### src/rtl/resp_framer.sv
// resp_framer: serialises Modbus RTU responses (exception, register read, write echo) with CRC-16/MODBUS.
// Define RS485_DE_EN to add RS-485 driver-enable lead/hold timing around each frame.
module resp_framer #(
  parameter logic [7:0]  SADDR   = 8'h01,
  parameter int unsigned DE_HOLD = 16
) (
  input  logic        clk_in,
  input  logic        rst_n_in,
  input  logic        handler_done,
  input  logic [7:0]  func_code_r,
  input  logic [15:0] addr_r,
  input  logic [15:0] data_r,
  input  logic [7:0]  tx_quantity,
  input  logic [7:0]  exception_out,
  output logic [7:0]  dpram_raddr,
  input  logic [15:0] dpram_rdata,
  output logic [7:0]  tx_data,
  output logic        tx_start,
  input  logic        tx_done,
  output logic        busy,
  output logic        frame_done,
  output logic        rs485_de
);

  typedef enum logic [2:0] {IDLE, LATCH, FETCH, SEND, WAIT, CRC_LO, CRC_HI, DONE} state_t;

  state_t      r_state, w_next;
  logic [7:0]  r_func, r_qty, r_exc;
  logic [15:0] r_addr, r_data, r_crc;
  logic [7:0]  r_byte_cnt, r_word_idx, r_tx_data;
  logic [1:0]  r_phase;

  logic        w_is_rd_func, w_is_exc, w_is_read, w_is_write, w_has_frame, w_launch;
  logic [7:0]  w_exc_code, w_len, w_byte;

`ifdef RS485_DE_EN
  localparam logic [15:0] HOLD_LAST = 16'(DE_HOLD - 1);
  localparam logic [15:0] HOLD_CLR  = 16'(DE_HOLD - 2);
  logic [1:0]  r_dly;
  logic [15:0] r_hold;
  logic        r_de;
`else
  logic        w_unused_hold;
  assign w_unused_hold = (DE_HOLD == 0);
`endif

  function automatic logic [15:0] crc16_byte(input logic [15:0] crc, input logic [7:0] data);
    logic [15:0] c;
    c = crc ^ {8'h00, data};
    for (int i = 0; i < 8; i++) c = c[0] ? ((c >> 1) ^ 16'hA001) : (c >> 1);
    return c;
  endfunction

  // Frame type and payload length (bytes before the CRC) from the latched request.
  always_comb begin
    w_is_rd_func = (r_func == 8'h03) || (r_func == 8'h04);
    w_is_exc     = (r_exc != 8'h00) || (w_is_rd_func && (r_qty > 8'd125));
    w_exc_code   = (r_exc != 8'h00) ? r_exc : 8'h04;
    w_is_read    = !w_is_exc && w_is_rd_func;
    w_is_write   = !w_is_exc && (r_func == 8'h06);
    w_has_frame  = w_is_exc || w_is_read || w_is_write;
    w_len        = 8'd6;
    if (w_is_exc)       w_len = 8'd3;
    else if (w_is_read) w_len = 8'd3 + {r_qty[6:0], 1'b0};
  end

  always_comb begin
    w_byte = SADDR;
    if (r_byte_cnt == 8'd0) begin
      w_byte = SADDR;
    end else if (w_is_exc) begin
      w_byte = (r_byte_cnt == 8'd1) ? (r_func | 8'h80) : w_exc_code;
    end else if (w_is_write) begin
      case (r_byte_cnt)
        8'd1:    w_byte = r_func;
        8'd2:    w_byte = r_addr[15:8];
        8'd3:    w_byte = r_addr[7:0];
        8'd4:    w_byte = r_data[15:8];
        default: w_byte = r_data[7:0];
      endcase
    end else if (r_byte_cnt == 8'd1) begin
      w_byte = r_func;
    end else if (r_byte_cnt == 8'd2) begin
      w_byte = {r_qty[6:0], 1'b0};
    end else begin
      w_byte = r_byte_cnt[0] ? dpram_rdata[15:8] : dpram_rdata[7:0];
    end
  end

`ifdef RS485_DE_EN
  assign w_launch   = w_has_frame && (r_dly == 2'd2);
  assign frame_done = (r_state == DONE) && (r_hold == HOLD_LAST);
  assign rs485_de   = r_de;
`else
  assign w_launch   = w_has_frame;
  assign frame_done = (r_state == DONE);
  assign rs485_de   = 1'b0;
`endif

  assign tx_start    = (r_state == SEND);
  assign busy        = (r_state != IDLE);
  assign tx_data     = r_tx_data;
  assign dpram_raddr = r_word_idx;

  always_ff @(posedge clk_in or negedge rst_n_in) begin
    if (!rst_n_in) r_state <= IDLE;
    else           r_state <= w_next;
  end

  always_comb begin
    w_next = r_state;
    case (r_state)
      IDLE:  if (handler_done) w_next = LATCH;
      LATCH: begin
        if (!w_has_frame)  w_next = IDLE;
        else if (w_launch) w_next = SEND;
      end
      FETCH, CRC_LO, CRC_HI: w_next = SEND;
      SEND:  w_next = WAIT;
      WAIT: begin
        if (tx_done) begin
          case (r_phase)
            2'd0:    w_next = (r_byte_cnt < w_len) ? FETCH : CRC_LO;
            2'd1:    w_next = CRC_HI;
            default: w_next = DONE;
          endcase
        end
      end
`ifdef RS485_DE_EN
      DONE:  if (r_hold == HOLD_LAST) w_next = IDLE;
`else
      DONE:  w_next = IDLE;
`endif
      default: w_next = IDLE;
    endcase
  end

  // Request fields are captured on the same edge that accepts handler_done.
  // The word index doubles as the read address so the next word is on the bus during WAIT.
  always_ff @(posedge clk_in or negedge rst_n_in) begin
    if (!rst_n_in) begin
      r_func     <= 8'h00;
      r_qty      <= 8'h00;
      r_exc      <= 8'h00;
      r_addr     <= 16'h0000;
      r_data     <= 16'h0000;
      r_crc      <= 16'hFFFF;
      r_byte_cnt <= 8'h00;
      r_word_idx <= 8'h00;
      r_tx_data  <= 8'h00;
      r_phase    <= 2'd0;
`ifdef RS485_DE_EN
      r_dly      <= 2'd0;
      r_hold     <= 16'h0000;
      r_de       <= 1'b0;
`endif
    end else begin
      case (r_state)
        IDLE: begin
          if (handler_done) begin
            r_func     <= func_code_r;
            r_qty      <= tx_quantity;
            r_exc      <= exception_out;
            r_addr     <= addr_r;
            r_data     <= data_r;
            r_crc      <= 16'hFFFF;
            r_byte_cnt <= 8'h00;
            r_word_idx <= 8'h00;
            r_phase    <= 2'd0;
`ifdef RS485_DE_EN
            r_dly      <= 2'd0;
            r_hold     <= 16'h0000;
`endif
          end
        end
        LATCH: begin
          r_tx_data <= w_byte;
`ifdef RS485_DE_EN
          r_dly <= r_dly + 2'd1;
          if (w_has_frame) r_de <= 1'b1;
`endif
        end
        FETCH: r_tx_data <= w_byte;
        CRC_LO: begin
          r_tx_data <= r_crc[7:0];
          r_phase   <= 2'd1;
        end
        CRC_HI: begin
          r_tx_data <= r_crc[15:8];
          r_phase   <= 2'd2;
        end
        SEND: begin
          if (r_phase == 2'd0) begin
            r_crc      <= crc16_byte(r_crc, r_tx_data);
            r_byte_cnt <= r_byte_cnt + 8'd1;
            if (w_is_read && (r_byte_cnt >= 8'd4) && !r_byte_cnt[0]) r_word_idx <= r_word_idx + 8'd1;
          end
        end
`ifdef RS485_DE_EN
        WAIT: begin
          r_hold <= 16'h0000;
          if (tx_done && (r_phase == 2'd2) && (DE_HOLD <= 1)) r_de <= 1'b0;
        end
        DONE: begin
          r_hold <= r_hold + 16'd1;
          if (r_hold == HOLD_CLR) r_de <= 1'b0;
        end
`endif
        default: ;
      endcase
    end
  end

endmodule

### config.mk
export PLATFORM = sky130hd
export DESIGN_NAME = resp_framer
export DESIGN_NICKNAME = d
export VERILOG_FILES = /design/src/rtl/resp_framer.sv
export SDC_FILE = /design/constraint.sdc
export NUM_CORES = 1
export LEC_CHECK = 0
export ABC_AREA = 1
export BUFFER_PORTS_ARGS = -buffer_cell sky130_fd_sc_hd__buf_2
export CORE_MARGIN = 2
export CORE_UTILIZATION = 30
export DETAILED_ROUTE_END_ITERATION = 16
export GPL_TIMING_DRIVEN = 0
export PLACE_DENSITY_LB_ADDON = 0.1
export SYNTH_ARGS = -nofsm -noshare
export SYNTH_HDL_FRONTEND = slang
export SYNTH_SLANG_ARGS = --single-unit
### constraint.sdc
create_clock -name clk_in -period 2.4 [get_ports clk_in]
set_input_delay 0.48 -clock clk_in [delete_from_list [all_inputs] [get_ports clk_in]]
set_output_delay 0.48 -clock clk_in [all_outputs]
set_load 0.01 [all_outputs]
=== Yosys cells after proc, flatten, opt, wreduce, memory -nomap -nowiden ===
Index checks and enable logic that the tools add are counted.

* Add/subtract/negate cells: 3
* $lt $le $gt $ge: 3
* Equal/unequal tests: 19
* Muxes and demuxes: 37
* Bitwise gates (word level): 9
* Reductions and logical operators: 26

{| class="wikitable"
|+ Operator list
! cell !! count
|-
| $mux 16 || 10
|-
| $mux 8 || 14
|-
| $pmux 16 s2 || 1
|-
| $pmux 8 s2 || 2
|-
| $pmux 8 s4 || 1
|-
| $eq 8x2->1 const B || 3
|-
| $eq 8x3->1 const B || 3
|-
| $not 2->3 || 8
|-
| $pmux 8 s3 || 1
|-
| $pmux 3 s6 || 1
|-
| $add 8x1->8 const B || 2
|-
| $xor 16x8->16 || 1
|-
| $eq 3x3->1 const B || 4
|-
| $mux 3 || 3
|-
| $reduce_bool 3->1 || 3
|-
| $add 2x8->8 const A || 1
|-
| $eq 8x1->1 const B || 1
|-
| $ge 8x3->1 const B || 1
|-
| $gt 8x7->1 const B || 1
|-
| $logic_not 8->1 || 1
|-
| $lt 8x8->1 || 1
|-
| $reduce_bool 8->1 || 1
|-
| $eq 3x2->1 const B || 2
|-
| $pmux 2 s3 || 1
|-
| other kinds (17) || 30
|}

* Register bits after elaboration: 101
* Input bits: 76
* Output and inout port bits: 20
* Logic and storage cells: 108

=== Depth between registers and ports, before layout ===
Gate-level depths: netlist of the first run.

* Depth in word-level cells: 19
* Depth in mapped cells: 21
* Mapped depth without buffers: 21

=== Least setup slack after synthesis of the first run ===
Ideal clock, no wire load.

* Kind: reg2reg
* Start point: reg r_qty[0]
* End point: reg r_state[0]
* Library setup time: 0.129 ns
* Data arrival time: 2.361 ns
* Required time: 2.271 ns
* Path slack: -0.090 ns
* Stages on the path, launching flop included: 18
* Buffers on the path: 0
* Clock period less this slack: 2.490 ns
* Cells stage by stage: dfrtp_1 > inv_1 > ha_1 > nor3_1 > nand2_1 > nand2_1 > nand2_1 > nand2_2 > nor2_2 > inv_1 > or2_2 > ha_1 > a21oi_1 > nor2_1 > a211oi_1 > nand3_1 > nand3_1 > a21oi_1

* Cells in the longest elaborated chain, start to end: 12
* Elaborated cells between the ends (all ways): 17
* Those cells by class: add/sub: 1; order compare: 2; mux: 7; reduce/logical: 7

{| class="wikitable"
|+ Ends and longest elaborated chain
! item !! line !! text
|-
| from (decl) || 28 || <nowiki>logic [7:0] r_func, r_qty, r_exc;</nowiki>
|-
| from (signal assigned) || 162 || <nowiki>r_qty <= tx_quantity;</nowiki>
|-
| $gt 8x7->1 || 57 || <nowiki>w_is_exc = (r_exc != 8'h00) || (w_is_rd_func && (r_qty > 8'd125));</nowiki>
|-
| $logic_and 1x1->1 || 57 ||
|-
| $logic_or 1x1->1 || 57 ||
|-
| $logic_not 1->1 || 59, 60 ||
|-
| $logic_and 1x1->1 || 59 || <nowiki>w_is_read = !w_is_exc && w_is_rd_func;</nowiki>
|-
| $mux 8 || 64 || <nowiki>else if (w_is_read) w_len = 8'd3 + {r_qty[6:0], 1'b0};</nowiki>
|-
| $mux 8 || 63 || <nowiki>if (w_is_exc) w_len = 8'd3;</nowiki>
|-
| $lt 8x8->1 || 123 || <nowiki>2'd0: w_next = (r_byte_cnt < w_len) ? FETCH : CRC_LO;</nowiki>
|-
| $mux 3 || 123 ||
|-
| $pmux 3 s2 || 122 || <nowiki>case (r_phase)</nowiki>
|-
| $mux 3 || 121 || <nowiki>if (tx_done) begin</nowiki>
|-
| $pmux 3 s6 (*) || 112 || <nowiki>case (r_state)</nowiki>
|-
| to (signal assigned) || 107 || <nowiki>else r_state <= w_next;</nowiki>
|-
| to (decl) || 27 || <nowiki>state_t r_state, w_next;</nowiki>
|}

Every way passes the cells marked *; elsewhere a longest branch is shown, timed or not. The select of a mux whose other input is x is not followed.
A chain may end at the register's enable or synchronous reset.

=== Worst setup path in the final report of the first run ===
* Start point: reg r_qty[0]
* End point: reg r_state[2]

* Cells in the longest elaborated chain, start to end: 12
* Elaborated cells between the ends (all ways): 13
* Those cells by class: add/sub: 1; order compare: 2; mux: 6; reduce/logical: 4

{| class="wikitable"
|+ Ends and longest elaborated chain
! item !! line
|-
| $gt 8x7->1 || 57
|-
| $logic_and 1x1->1 || 57
|-
| $logic_or 1x1->1 || 57
|-
| $logic_not 1->1 || 59, 60
|-
| $logic_and 1x1->1 || 59
|-
| $mux 8 || 64
|-
| $mux 8 (*) || 63
|-
| $lt 8x8->1 (*) || 123
|-
| $mux 3 (*) || 123
|-
| $pmux 3 s2 (*) || 122
|-
| $mux 3 (*) || 121
|-
| $pmux 3 s6 (*) || 112
|}

Marked as above.

==> metrics.md, run 1 <==
| Metric | Value |
|---|---|
| Diodes inserted | `0` |
| Post-layout util | `0.3788` |
| Critical path arrival | `2.66 ns` |
| Hold WC Path Type | `primary input to asynchronous set/reset pin` |
| Multi-input gate area | `2927 um^2` |
| Yosys top cell by area | `dfrtp_1` |
| Crit path largest cell delay | `0.41 ns` |
| Fin. max-slew vios | `0` |
| Drt first pass iters | `4` |
| Share of layout cells above drive strength 1 | `0.2324` |
| DRT iter0 DRCs | `270` |
| CP Cell Sequence | `inv_2 > ha_2 > nor3_2 > nand2_1 > nand2_1 > nand2_1 > nand2_2 > nor2_4 > inv_2 > or2_4 > ha_4 > a21oi_2 > nor2_1 > a211oi_2 > nand3_1 > nand2_1 > nand3_1` |
| Area of the core | `18770 um^2` |
| Ys Warns | `0` |
| Die area | `20310 um^2` |
| Most common flop cell mapped by yosys | `dfrtp_1` |
| Crit path kind | `flip-flop to flip-flop` |
| CP Data Required Time | `2.65 ns` |
| # nets final | `981` |
| Synth async-reset ratio | `1.000` |
| Largest net degree at the start of global routing | `58` |
| CP Depth | `17` |
| Hold-fix buffers at CTS | `0` |
| Global-route wire length before repair | `27850 um` |
| Run status | `finished, violations left` |
| Chip height | `142.5 um` |
| Tot Pwr | `9.368 mW` |
| Final period utilization | `1.007` |
| Synth cell types | `41` |
| Reg2Reg Depth | `17` |
| Type of origin of the critical path | `flip-flop` |
| Reg clk slew, reported paths | `0.07 ns` |
| Sequential-to-total area share from yosys stat | `0.4425` |
| Most common cell after layout, fill and taps aside | `nand2_1` |
| Syn avg cell area | `7.486 um^2` |
| Max cap viols | `0` |
| Final GP Congestion | `0.9191` |
| Detailed Place HPWL | `13340 um` |
| Final setup fails | `2` |
| Worst Max-Slew Pin Slew | `0.7059 ns` |
| Number of flops mapped to enable cells by yosys | `0` |
| Clk_lat worst skew | `0.37 ns` |
| Syn Nets | `860` |
| Tmin final | `2.418 ns` |
| Failing checks | `negative setup slack` |
| Max clock buf depth | `2` |
| Highest clock rate | `413.6 MHz` |
| Cell area after synthesis | `5757 um^2` |
| Initial antenna violation count | `0` |
| Congestion Overflow GR | `0` |
| Reg area | `2550 um^2` |
| Area Overhead vs Synth | `23.49%` |
| Fill count | `2034` |
| Die width | `142.5 um` |
| Std cell rows | `50` |
| Post-route ant nets | `0` |
| Relative slew slack | `0.5294` |
| P_leak | `3.503 nW` |
| DRC viols | `0` |
| Synthesized flop and latch total | `101` |
| TritonCTS clock tree | `built` |
| Placed inst area | `6560 um^2` |
| Top cell type's share of synthesized area | `0.3695` |
| Worst path slowest cell | `dfrtp_1` |
| CTS H-tree lvls | `3` |
| Design area | `7109 um^2` |
| Root buffer cell | `clkbuf_16` |
| DRT Wirelength | `17540 um` |
| Worst Path Max Fanout | `3` |
| Via/cell ratio | `4.674` |
| Pwr Density | `1318 nW/um^2` |
| Drt wl/cell | `15.53 um` |
| Final hold vios | `0` |
| Largest cells by area after synthesis | `dfrtp_1 37%, nand2_1 17%, dfstp_2 7.3%` |
| Via Count | `5277` |
| Initial Util | `0.3067` |
| Port bufs | `94` |
| VDD IR max | `0.4836 mV` |
| RSZ-0062 raised after global routing | `yes` |
| Critical Path End Type | `flip-flop` |
| Syn Inst Count | `769` |
| CP delay by family, top | `simple AND/OR/NAND/NOR gates` |
| Clock Skews | `0.01049 ns` |
| Worst hold slack | `0.1153 ns` |
| Post-layout worst setup margin | `-0.01791 ns` |
| CTS sink count | `101` |
| Vias in the first global route | `5323` |
| Most frequent cells in the layout | `263 x nand2_1, 98 x buf_2, 83 x dfrtp_1` |
| TritonCTS buffer count | `9` |
| I/O pin count | `96` |
| Buf/Inv on CP | `2` |
| Worst path most repeated cell | `nand2_1` |
| Global Route Usage Sum | `0.1782` |
[cell families (layout without fill, tap and decap cells)]
group,count (synthesis),in the layout,share of synthesized area
AOI/OAI and AO/OA,118,118,0.1176
xor gates and xnor gates,13,13,0.01978
adders and majority gates,15,15,0.03260
buffers and inverters,98,223,0.06933
DFF,101,101,0.4425
other,1,1,0.0006514
and+or+nand+nor,423,424,0.3175
[through the flow]
step                setup TNS, ns  setup slack (ns)  cells
finish                   -0.02803          -0.01791   1129
global route              -0.7910           -0.2696   1129
CTS                      -0.02524          -0.02091   1125
detailed placement         -2.225           -0.3460   1098
global placement           -34.06           -0.3811   1097
floorplan                       0          0.007616    769
[final timing paths]
check,slack (ns),start,to
worst max-delay path,-0.02,r_qty[0]$_DFFE_PN0P_,r_state[2]$_DFFE_PN0P_
worst min-delay path,0.12,rst_n_in,dpram_raddr[7]$_DFFE_PN0P_
min in group clk_in,0.30,addr_r[14],r_addr[14]$_DFFE_PN0P_
worst min register to register,0.48,r_addr[7]$_DFFE_PN0P_,r_addr[7]$_DFFE_PN0P_
max in group asynchronous,1.54,rst_n_in,r_crc[12]$_DFFE_PN1P_
worst max register to register,-0.02,r_qty[0]$_DFFE_PN0P_,r_state[2]$_DFFE_PN0P_
[registers in the layout, summed over array words and instances, names as in the netlist]
register,count
r_addr,16
r_crc,16
r_data,16
dpram_raddr,8
r_byte_cnt,8
r_exc,8
r_func,8
r_qty,8
tx_data,8
r_state,3
r_phase,2
[power breakdown]
part	switching, mW	internal [mW]
Sequential	0.588	2.48
Clock	0.716	0.824
Combinational	3.05	1.71
Total	4.35	5.01
[Yosys cell counts, types with 4 or more instances]
cell type and number:
a21oi_1 29, a221oi_1 8, buf_2 7, clkbuf_1 12, dfrtp_1 85, dfstp_2 16
ha_1 15, inv_1 69, inv_2 4, nand2_1 263, nand2_2 6, nand3_1 48
nand4_1 9, nor2_1 56, nor2_2 11, nor3_1 12, o211ai_1 5, o21ai_0 49
o21ai_1 6, o22a_1 5, o22ai_1 10, xnor2_1 6, xor2_1 7
[final cells by class]
class,count,share of cell area
Timing Repair Buffer,109,0.08747
Sequential cell,101,0.3587
Buffer,23,0.01778
Clock inverter,7,0.01144
Inverter,75,0.04013
Clock buffer,9,0.03168
Multi-Input combinational cell,571,0.4117
Tap cell,234,0.04118
[per-layer routing]
| layer | vias to the layer above | GRT usage | part of all wire |
|---|---|---|---|
| li1 | 2742 | - | - |
| met1 | 2434 | 0.2357 | 0.47 |
| met2 | 95 | 0.3011 | 0.48 |
| met3 | 6 | 0.03028 | 0.041 |
| met4 | 0 | 0.04898 | 0.0099 |
| met5 | - | 0 | 0 |
[repair_timing]
action                     in CTS  in global routing
pin swaps                      13                 12
setup buffers                  11                  3
setup endpoints to repair      11                  9
gates resized for setup        18                 14
gates cloned                    0                  1
[worst register-to-register path: stages, from the launching register on]
cell      delay [ns]
dfrtp_1         0.41
inv_2           0.07
ha_2            0.17
nor3_2          0.04
nand2_1         0.06
nand2_1         0.07
nand2_1         0.08
nand2_2         0.07
nor2_4          0.14
inv_2           0.04
or2_4           0.23
ha_4            0.22
a21oi_2         0.12
nor2_1          0.06
a211oi_2        0.21
nand3_1         0.16
nand2_1         0.09
nand3_1         0.06
No activity file was read; power rests on OpenSTA's default activity.
==> run 2, diff against run 1 <==
--- a/config.mk
+++ b/config.mk
@@ -7,6 +7,7 @@
 export LEC_CHECK = 0
 export ABC_AREA = 1
 export BUFFER_PORTS_ARGS = -buffer_cell sky130_fd_sc_hd__buf_2
+export CAP_MARGIN = 30
 export CORE_MARGIN = 2
 export CORE_UTILIZATION = 30
 export DETAILED_ROUTE_END_ITERATION = 16
==> constraint.sdc (replaced) <==
create_clock -name clk_in -period 2.4 [get_ports clk_in]
set_input_delay 0.24 -clock clk_in [delete_from_list [all_inputs] [get_ports clk_in]]
set_output_delay 0.24 -clock clk_in [all_outputs]
set_load 0.01 [all_outputs]
==> run 2 against run 1 <==
  * The flow still finishes with violations (negative setup slack)
  * Global-route usage hardly changed
  * Count of clock-buffer cells in the layout unchanged
  * Power barely moved
  * Largest cell class unchanged
  * Final cell count is essentially flat
  * Critical path depth stayed put
  * Largest power group unchanged
  * Sequential power about the same
  * Clock skew is 0.0014 ns lower
  * Design area up 0.14%
  * Utilization grew 0.053 points
==> metrics.md, run 2 (synthesized netlist as in run 1, its figures left out) <==
| Metric | Value |
|---|---|
| DP Worst Slack | `-0.3460 ns (unchanged)` |
| Crit path kind | `flip-flop to flip-flop` |
| WHS Endpoint | `r_addr[14]$_DFFE_PN0P_` |
| Flop pwr share | `0.328 (about the same)` |
| Type of origin of the critical path | `flip-flop` |
| Global Route Usage Sum | `0.1784 (about the same)` |
| Buf/Inv on CP | `2 (unchanged)` |
| Post-route ant nets | `0 (unchanged)` |
| # nets final | `982 (+0.10%)` |
| Reg2Reg Depth | `17 (unchanged)` |
| Initial antenna violation count | `0 (unchanged)` |
| Sw frac | `0.4645 (about the same)` |
| Final GP Congestion | `0.9191 (unchanged)` |
| CP Data Required Time | `2.64 ns (about the same)` |
| Chip height | `142.5 um (unchanged)` |
| DRT iter0 DRCs | `261 (-3.3%)` |
| Drt wl/cell | `15.52 um (-0.11%)` |
| DRT Wirelength | `17530 um (about the same)` |
| Congestion Overflow GR | `0 (unchanged)` |
| Diodes inserted | `0 (unchanged)` |
| Max clock buf depth | `2 (unchanged)` |
| Global-route wire length before repair | `27880 um (+0.10%)` |
| Final period utilization | `1.007 (about the same)` |
| Critical Path End Type | `flip-flop` |
| Fill count | `2033 (-0.049%)` |
| Critical path arrival | `2.66 ns (about the same)` |
| Uppermost routed layer | `met4` |
| Internal power | `5.015 mW (about the same)` |
| Detailed Place HPWL | `13340 um (unchanged)` |
| Worst Path Max Fanout | `3 (unchanged)` |
| Vias in the first global route | `5331 (+0.15%)` |
| CP delay by family, top | `simple AND/OR/NAND/NOR gates` |
| Tot Pwr | `9.364 mW (about the same)` |
| Reg-to-Reg End | `r_state[2]$_DFFE_PN0P_` |
| Comb pwr share | `0.508 (about the same)` |
| Critical Path Start | `r_qty[0]$_DFFE_PN0P_` |
| Reg clk slew, reported paths | `0.07 ns (about the same)` |
| CTS H-tree lvls | `3 (unchanged)` |
| P_leak | `3.507 nW (+0.12%)` |
| Clk_lat worst skew | `0.36 ns (about the same)` |
| Biggest regs | `r_addr x16, r_crc x16, r_data x16` |
| Final setup fails | `2 (unchanged)` |
| Metal1 wirelength | `8376 um (+1.5%)` |
| Most frequent cells in the layout | `263 x nand2_1, 98 x buf_2, 83 x dfrtp_1` |
| Reg-to-reg startpoint | `r_qty[0]$_DFFE_PN0P_` |
| Clock Power Share | `0.164 (about the same)` |
| Hold Startpoint | `addr_r[14]` |
| I/O pin count | `96 (unchanged)` |
| Relative slew slack | `0.5266 (-0.002822)` |
| Detailed-routed wire length on met3 | `578 um (-20%)` |
| Std cell rows | `50 (unchanged)` |
| Most common cell after layout, fill and taps aside | `nand2_1` |
| CTS sink count | `101 (unchanged)` |
| Post-layout worst setup margin | `-0.01775 ns (+0.0001575 ns)` |
| DRC viols | `0 (unchanged)` |
| Final hold vios | `0 (unchanged)` |
| Switching pwr | `4.349 mW (-0.13%)` |
| Routed wl met2 | `8353 um (-0.38%)` |
| Failing checks | `negative setup slack` |
| Pwr Density | `1315 nW/um^2 (-0.19%)` |
| Crit path largest cell delay | `0.41 ns (about the same)` |
| Die width | `142.5 um (unchanged)` |
| Worst path slowest cell | `dfrtp_1` |
| Worst Max-Slew Pin Slew | `0.7101 ns (+0.004234 ns)` |
| Hold depth | `3` |
| Initial Util | `0.3067 (unchanged)` |
| Port bufs | `94 (unchanged)` |
| Worst path most repeated cell | `nand2_1` |
| Highest clock rate | `413.6 MHz (about the same)` |
| Area Overhead vs Synth | `23.67%` |
| Share of layout cells above drive strength 1 | `0.2321 (-0.0002594)` |
| Root buffer cell | `clkbuf_16` |
| Via/cell ratio | `4.712 (+0.82%)` |
| Fin. max-slew vios | `0 (unchanged)` |
| Worst hold slack | `0.06531 ns (-0.05001 ns)` |
| Largest net degree at the start of global routing | `58 (unchanged)` |
| Max cap viols | `0 (unchanged)` |
| Die area | `20310 um^2 (unchanged)` |
| Drt first pass iters | `5 (+1)` |
| TritonCTS clock tree | `built` |
| Run status | `finished, violations left` |
| Hold WC Path Type | `primary input to flip-flop` |
| Reg area | `2550 um^2 (unchanged)` |
| Tmin final | `2.418 ns (-0.0001575 ns)` |
| R2R setup slack | `-0.02 ns (about the same)` |
| TritonCTS buffer count | `9 (unchanged)` |
| RSZ-0062 raised after global routing | `yes` |
| Multi-input gate area | `2927 um^2 (unchanged)` |
| VDD IR max | `0.4836 mV (about the same)` |
| Area of the core | `18770 um^2 (unchanged)` |
| Via Count | `5325 (+0.91%)` |
| Clock Skews | `0.009096 ns (-0.001395 ns)` |
| CP Cell Sequence | `inv_2 > ha_2 > nor3_2 > nand2_1 > nand2_1 > nand2_1 > nand2_2 > nor2_4 > inv_2 > or2_4 > ha_4 > a21oi_2 > nor2_1 > a211oi_2 > nand3_1 > nand2_1 > nand3_1` |
==> run 2: final cells by class <==
cell class	count	share of cell area
multi-input cells	571	0.4111
flip-flops and latches	101	0.3582
repair buffers	110	0.08875
well taps	234	0.04112
inverters	75	0.04007
clock buffers	9	0.03163
plain buffers	23	0.01775
clock inverters	7	0.01142
==> run 2: timing repair <==
| item | CTS | global route |
|---|---|---|
| gates resized for setup | 18 | 14 |
| gates cloned | 0 | 1 |
| buffers inserted | 11 | 3 |
| endpoints found under the hold margin | 44 | 0 |
| pin swaps | 13 | 12 |
| setup endpoints to repair | 11 | 9 |
| hold buffers | 1 | 0 |
==> run 2: layer usage <==
metal | global-route usage | vias up
met5 | 0 | -
met4 | 0.04898 | 0
met3 | 0.02995 | 12
met2 | 0.3016 | 95
met1 | 0.2359 | 2473
li1 | - | 2745
==> run 2: per-stage QoR <==
stage,setup TNS (ns),instances,util,instance area [um^2]
floorplan,0,769,-,5767
global placement,-13.66,1097,0.3479,6530
detailed placement,-2.225,1098,0.3495,6560
CTS,-0.02524,1126,0.3746,7030
global route,-0.7910,1130,0.3793,7119
finish,-0.02764,1130,0.3793,7119
==> run 2: power by group through the flow <==
| stage | Combinational, mW | Sequential [mW] | Clock, mW |
|---|---|---|---|
| 2_1_floorplan | 3.17 | 2.95 | 0 |
| 3_3_place_gp | 4.47 | 3.10 | 0 |
| 3_5_place_dp | 4.49 | 3.10 | 0 |
| 4_1_cts | 4.66 | 3.07 | 1.58 |
| 5_1_grt | 5.41 | 3.18 | 1.65 |
| 6_report | 4.75 | 3.07 | 1.54 |
==> run 2: worst max path at each step <==
stage	depth (start not counted)	slack, ns	end
floorplan	17	0.008	r_state[0]$_DFFE_PN0P_
global placement	17	-0.36	r_state[0]$_DFFE_PN0P_
detailed placement	17	-0.35	r_state[2]$_DFFE_PN0P_
CTS	17	-0.02	r_state[0]$_DFFE_PN0P_
global route	19	-0.27	r_state[1]$_DFFE_PN0P_
finish	17	-0.02	r_state[2]$_DFFE_PN0P_
==> run 2: tightest hold or removal path, stage by stage <==
cell and delay [ns]:
buf_2 0.07, nand2_1 0.04, nand2_1 0.04
==> run 3, diff against run 2 <==
--- a/config.mk
+++ b/config.mk
@@ -8,7 +8,7 @@
 export ABC_AREA = 1
 export BUFFER_PORTS_ARGS = -buffer_cell sky130_fd_sc_hd__buf_2
 export CAP_MARGIN = 30
-export CORE_MARGIN = 2
+export CORE_MARGIN = 3
 export CORE_UTILIZATION = 30
 export DETAILED_ROUTE_END_ITERATION = 16
 export GPL_TIMING_DRIVEN = 0
==> run 3 against run 2 <==
  * The flow now finishes without violations
  * Non-clock buffer count shrank 1
  * Sequential share of layout area is essentially flat
  * Wire length shrank 0.16%
  * Sequential cell count is the same
  * Sequential power is essentially flat
  * Worst setup slack gained 0.045 ns
  * Utilization shrank 0.060 points
  * Global-route usage shrank 0.59 points
  * Final cell count shrank 0.18%
  * Fmax grew 1.9%
  * Critical path type unchanged
==> metrics.md, run 3 (synthesized netlist as in run 1, its figures left out) <==
| Metric | Value |
|---|---|
| Highest clock rate | `421.4 MHz (+1.9%)` |
| Hold Startpoint | `data_r[11]` |
| Global Route Usage Sum | `0.1725 (-0.005864)` |
| TritonCTS clock tree | `built` |
| Critical path arrival | `2.65 ns (about the same)` |
| Congestion Overflow GR | `0 (unchanged)` |
| Detailed Place HPWL | `13420 um (+0.61%)` |
| CTS sink count | `101 (unchanged)` |
| DRC viols | `0 (unchanged)` |
| I/O pin count | `96 (unchanged)` |
| Most common cell after layout, fill and taps aside | `nand2_1` |
| Initial antenna violation count | `0 (unchanged)` |
| Reg-to-Reg End | `r_state[0]$_DFFE_PN0P_` |
| P_leak | `3.515 nW (+0.24%)` |
| R2R setup slack | `0.03 ns (+0.04 ns)` |
| Max cap viols | `0 (unchanged)` |
| Vias in the first global route | `5181 (-2.8%)` |
| Fill count | `2034 (+0.049%)` |
| Area Overhead vs Synth | `23.47%` |
| Worst hold slack | `0.07413 ns (+0.008814 ns)` |
| TritonCTS buffer count | `9 (unchanged)` |
| Placed inst area | `6560 um^2 (unchanged)` |
| Share of layout cells above drive strength 1 | `0.2327 (+0.0005193)` |
| Final hold vios | `0 (unchanged)` |
| DRT Wirelength | `17510 um (-0.16%)` |
| Post-route ant nets | `0 (unchanged)` |
| Max clock buf depth | `2 (unchanged)` |
| Area of the core | `18770 um^2 (unchanged)` |
| Root buffer cell | `clkbuf_16` |
| Fin. max-slew vios | `0 (unchanged)` |
| CP Data Required Time | `2.68 ns (+0.04 ns)` |
| Crit path kind | `flip-flop to flip-flop` |
| Die area | `20890 um^2 (+2.8%)` |
| Reg-to-reg startpoint | `r_qty[0]$_DFFE_PN0P_` |
| Drt wl/cell | `15.52 um (about the same)` |
| Clk_lat worst skew | `0.35 ns (about the same)` |
| Global-route wire length before repair | `27770 um (-0.40%)` |
| Post-layout util | `0.3787 (-0.0006000)` |
| # nets final | `980 (-0.20%)` |
| Reg clk slew, reported paths | `0.07 ns (about the same)` |
| Relative slew slack | `0.5420 (+0.01538)` |
| Diodes inserted | `0 (unchanged)` |
| Initial Util | `0.3067 (unchanged)` |
| Largest net degree at the start of global routing | `62 (+6.9%)` |
| Biggest regs | `r_addr x16, r_crc x16, r_data x16` |
| Via/cell ratio | `4.682 (-0.65%)` |
| Run status | `finished, final reports clean` |
| CTS H-tree lvls | `3 (unchanged)` |
| Worst Path Max Fanout | `5 (+2)` |
| Hold WC Path Type | `primary input to flip-flop` |
| Drt first pass iters | `5 (unchanged)` |
| Final GP Congestion | `0.8961 (-2.5%)` |
| Tmin final | `2.373 ns (-0.04471 ns)` |
| Clock Skews | `0.01234 ns (+0.003243 ns)` |
| Final period utilization | `0.9888 (-0.01863)` |
| Critical Path End Type | `flip-flop` |
| Worst Max-Slew Pin Slew | `0.6870 ns (-0.02307 ns)` |
| VDD IR max | `0.4309 mV (-11%)` |
| RSZ-0062 raised after global routing | `yes` |
| Via Count | `5281 (-0.83%)` |
| Reg2Reg Depth | `18 (+1)` |
| Chip height | `144.5 um (+1.4%)` |
| Pwr Density | `1319 nW/um^2 (+0.30%)` |
| DRT iter0 DRCs | `216 (-17%)` |
| Final setup fails | `0 (-2)` |
| WHS Endpoint | `r_data[11]$_DFFE_PN0P_` |
| Design area | `7108 um^2 (-0.16%)` |
| Die width | `144.5 um (+1.4%)` |
| Most frequent cells in the layout | `257 x nand2_1, 98 x buf_2, 85 x dfrtp_1` |
| Type of origin of the critical path | `flip-flop` |
| Std cell rows | `50 (unchanged)` |
| Port bufs | `94 (unchanged)` |
| Hold depth | `3 (unchanged)` |
## run 3: stage by stage
step | total power [mW] | setup slack, ns | setup TNS, ns | instances
6_report | 9.378 | 0.02695 | 0 | 1128
5_1_grt | 10.28 | -0.2558 | -0.6587 | 1128
4_1_cts | 9.368 | -0.009110 | -0.009110 | 1126
3_5_place_dp | 7.594 | -0.3408 | -2.101 | 1098
3_3_place_gp | 7.579 | -0.3475 | -14.13 | 1097
2_1_floorplan | 6.126 | 0.007616 | 0 | 769
## run 3: worst max path at each step
stage,to,start,slack [ns]
final,r_state[0]$_DFFE_PN0P_,r_qty[0]$_DFFE_PN0P_,0.03
after global routing,r_state[1]$_DFFE_PN0P_,r_qty[4]$_DFFE_PN0P_,-0.26
after CTS,r_state[0]$_DFFE_PN0P_,r_qty[0]$_DFFE_PN0P_,-0.009
after detailed placement,r_state[0]$_DFFE_PN0P_,r_qty[0]$_DFFE_PN0P_,-0.34
after global placement,r_state[2]$_DFFE_PN0P_,r_qty[0]$_DFFE_PN0P_,-0.35
after floorplan,r_state[0]$_DFFE_PN0P_,r_qty[0]$_DFFE_PN0P_,0.008
## run 3: layer usage
layer  global-route usage  share of wire
met2               0.2851           0.47
met1               0.2349           0.48
met4              0.03780         0.0079
met5                    0              0
met3              0.03439          0.044
## run 3: where the power goes
group | total, mW | leakage (nW) | internal (mW) | switching (mW)
registers | 3.07 | 1.24 | 2.48 | 0.588
logic | 4.72 | 2.12 | 1.69 | 3.03
clock network | 1.59 | 0.158 | 0.924 | 0.668
total | 9.38 | 3.52 | 5.09 | 4.28
## run 3: worst max-delay path: stages, from the launching register on
cell	delay, ns
dfrtp_1	0.40
inv_2	0.07
ha_2	0.16
nor3_2	0.04
nand2_1	0.07
nand2_2	0.06
nand2_2	0.06
nand2_2	0.07
nor2_4	0.10
buf_6	0.12
nand3b_1	0.11
ha_1	0.31
nand2_2	0.06
buf_4	0.13
nor2_1	0.12
nand2_2	0.08
nand3_1	0.10
nand3_1	0.08
a21oi_1	0.15
## run 3: repair_timing
action / in CTS / in global routing
pin swaps: 9 / 12
resized for setup: 13 / 23
hold buffers: 1 / 0
setup buffers: 11 / 2
hold endpoints to repair: 30 / 0
endpoints found under the setup margin: 11 / 11
## run 3: layout make-up
type                    instances  area (um^2)  share of cell area
plain buffers                  23        126.4             0.01778
clock buffers                  10        229.0             0.03221
clock inverters                 6        91.34             0.01285
inverters                      75        285.3             0.04013
multi-input cells             570         2924              0.4114
flip-flops and latches        101         2547              0.3584
well taps                     234        292.8             0.04119
repair buffers                109        611.8             0.08608
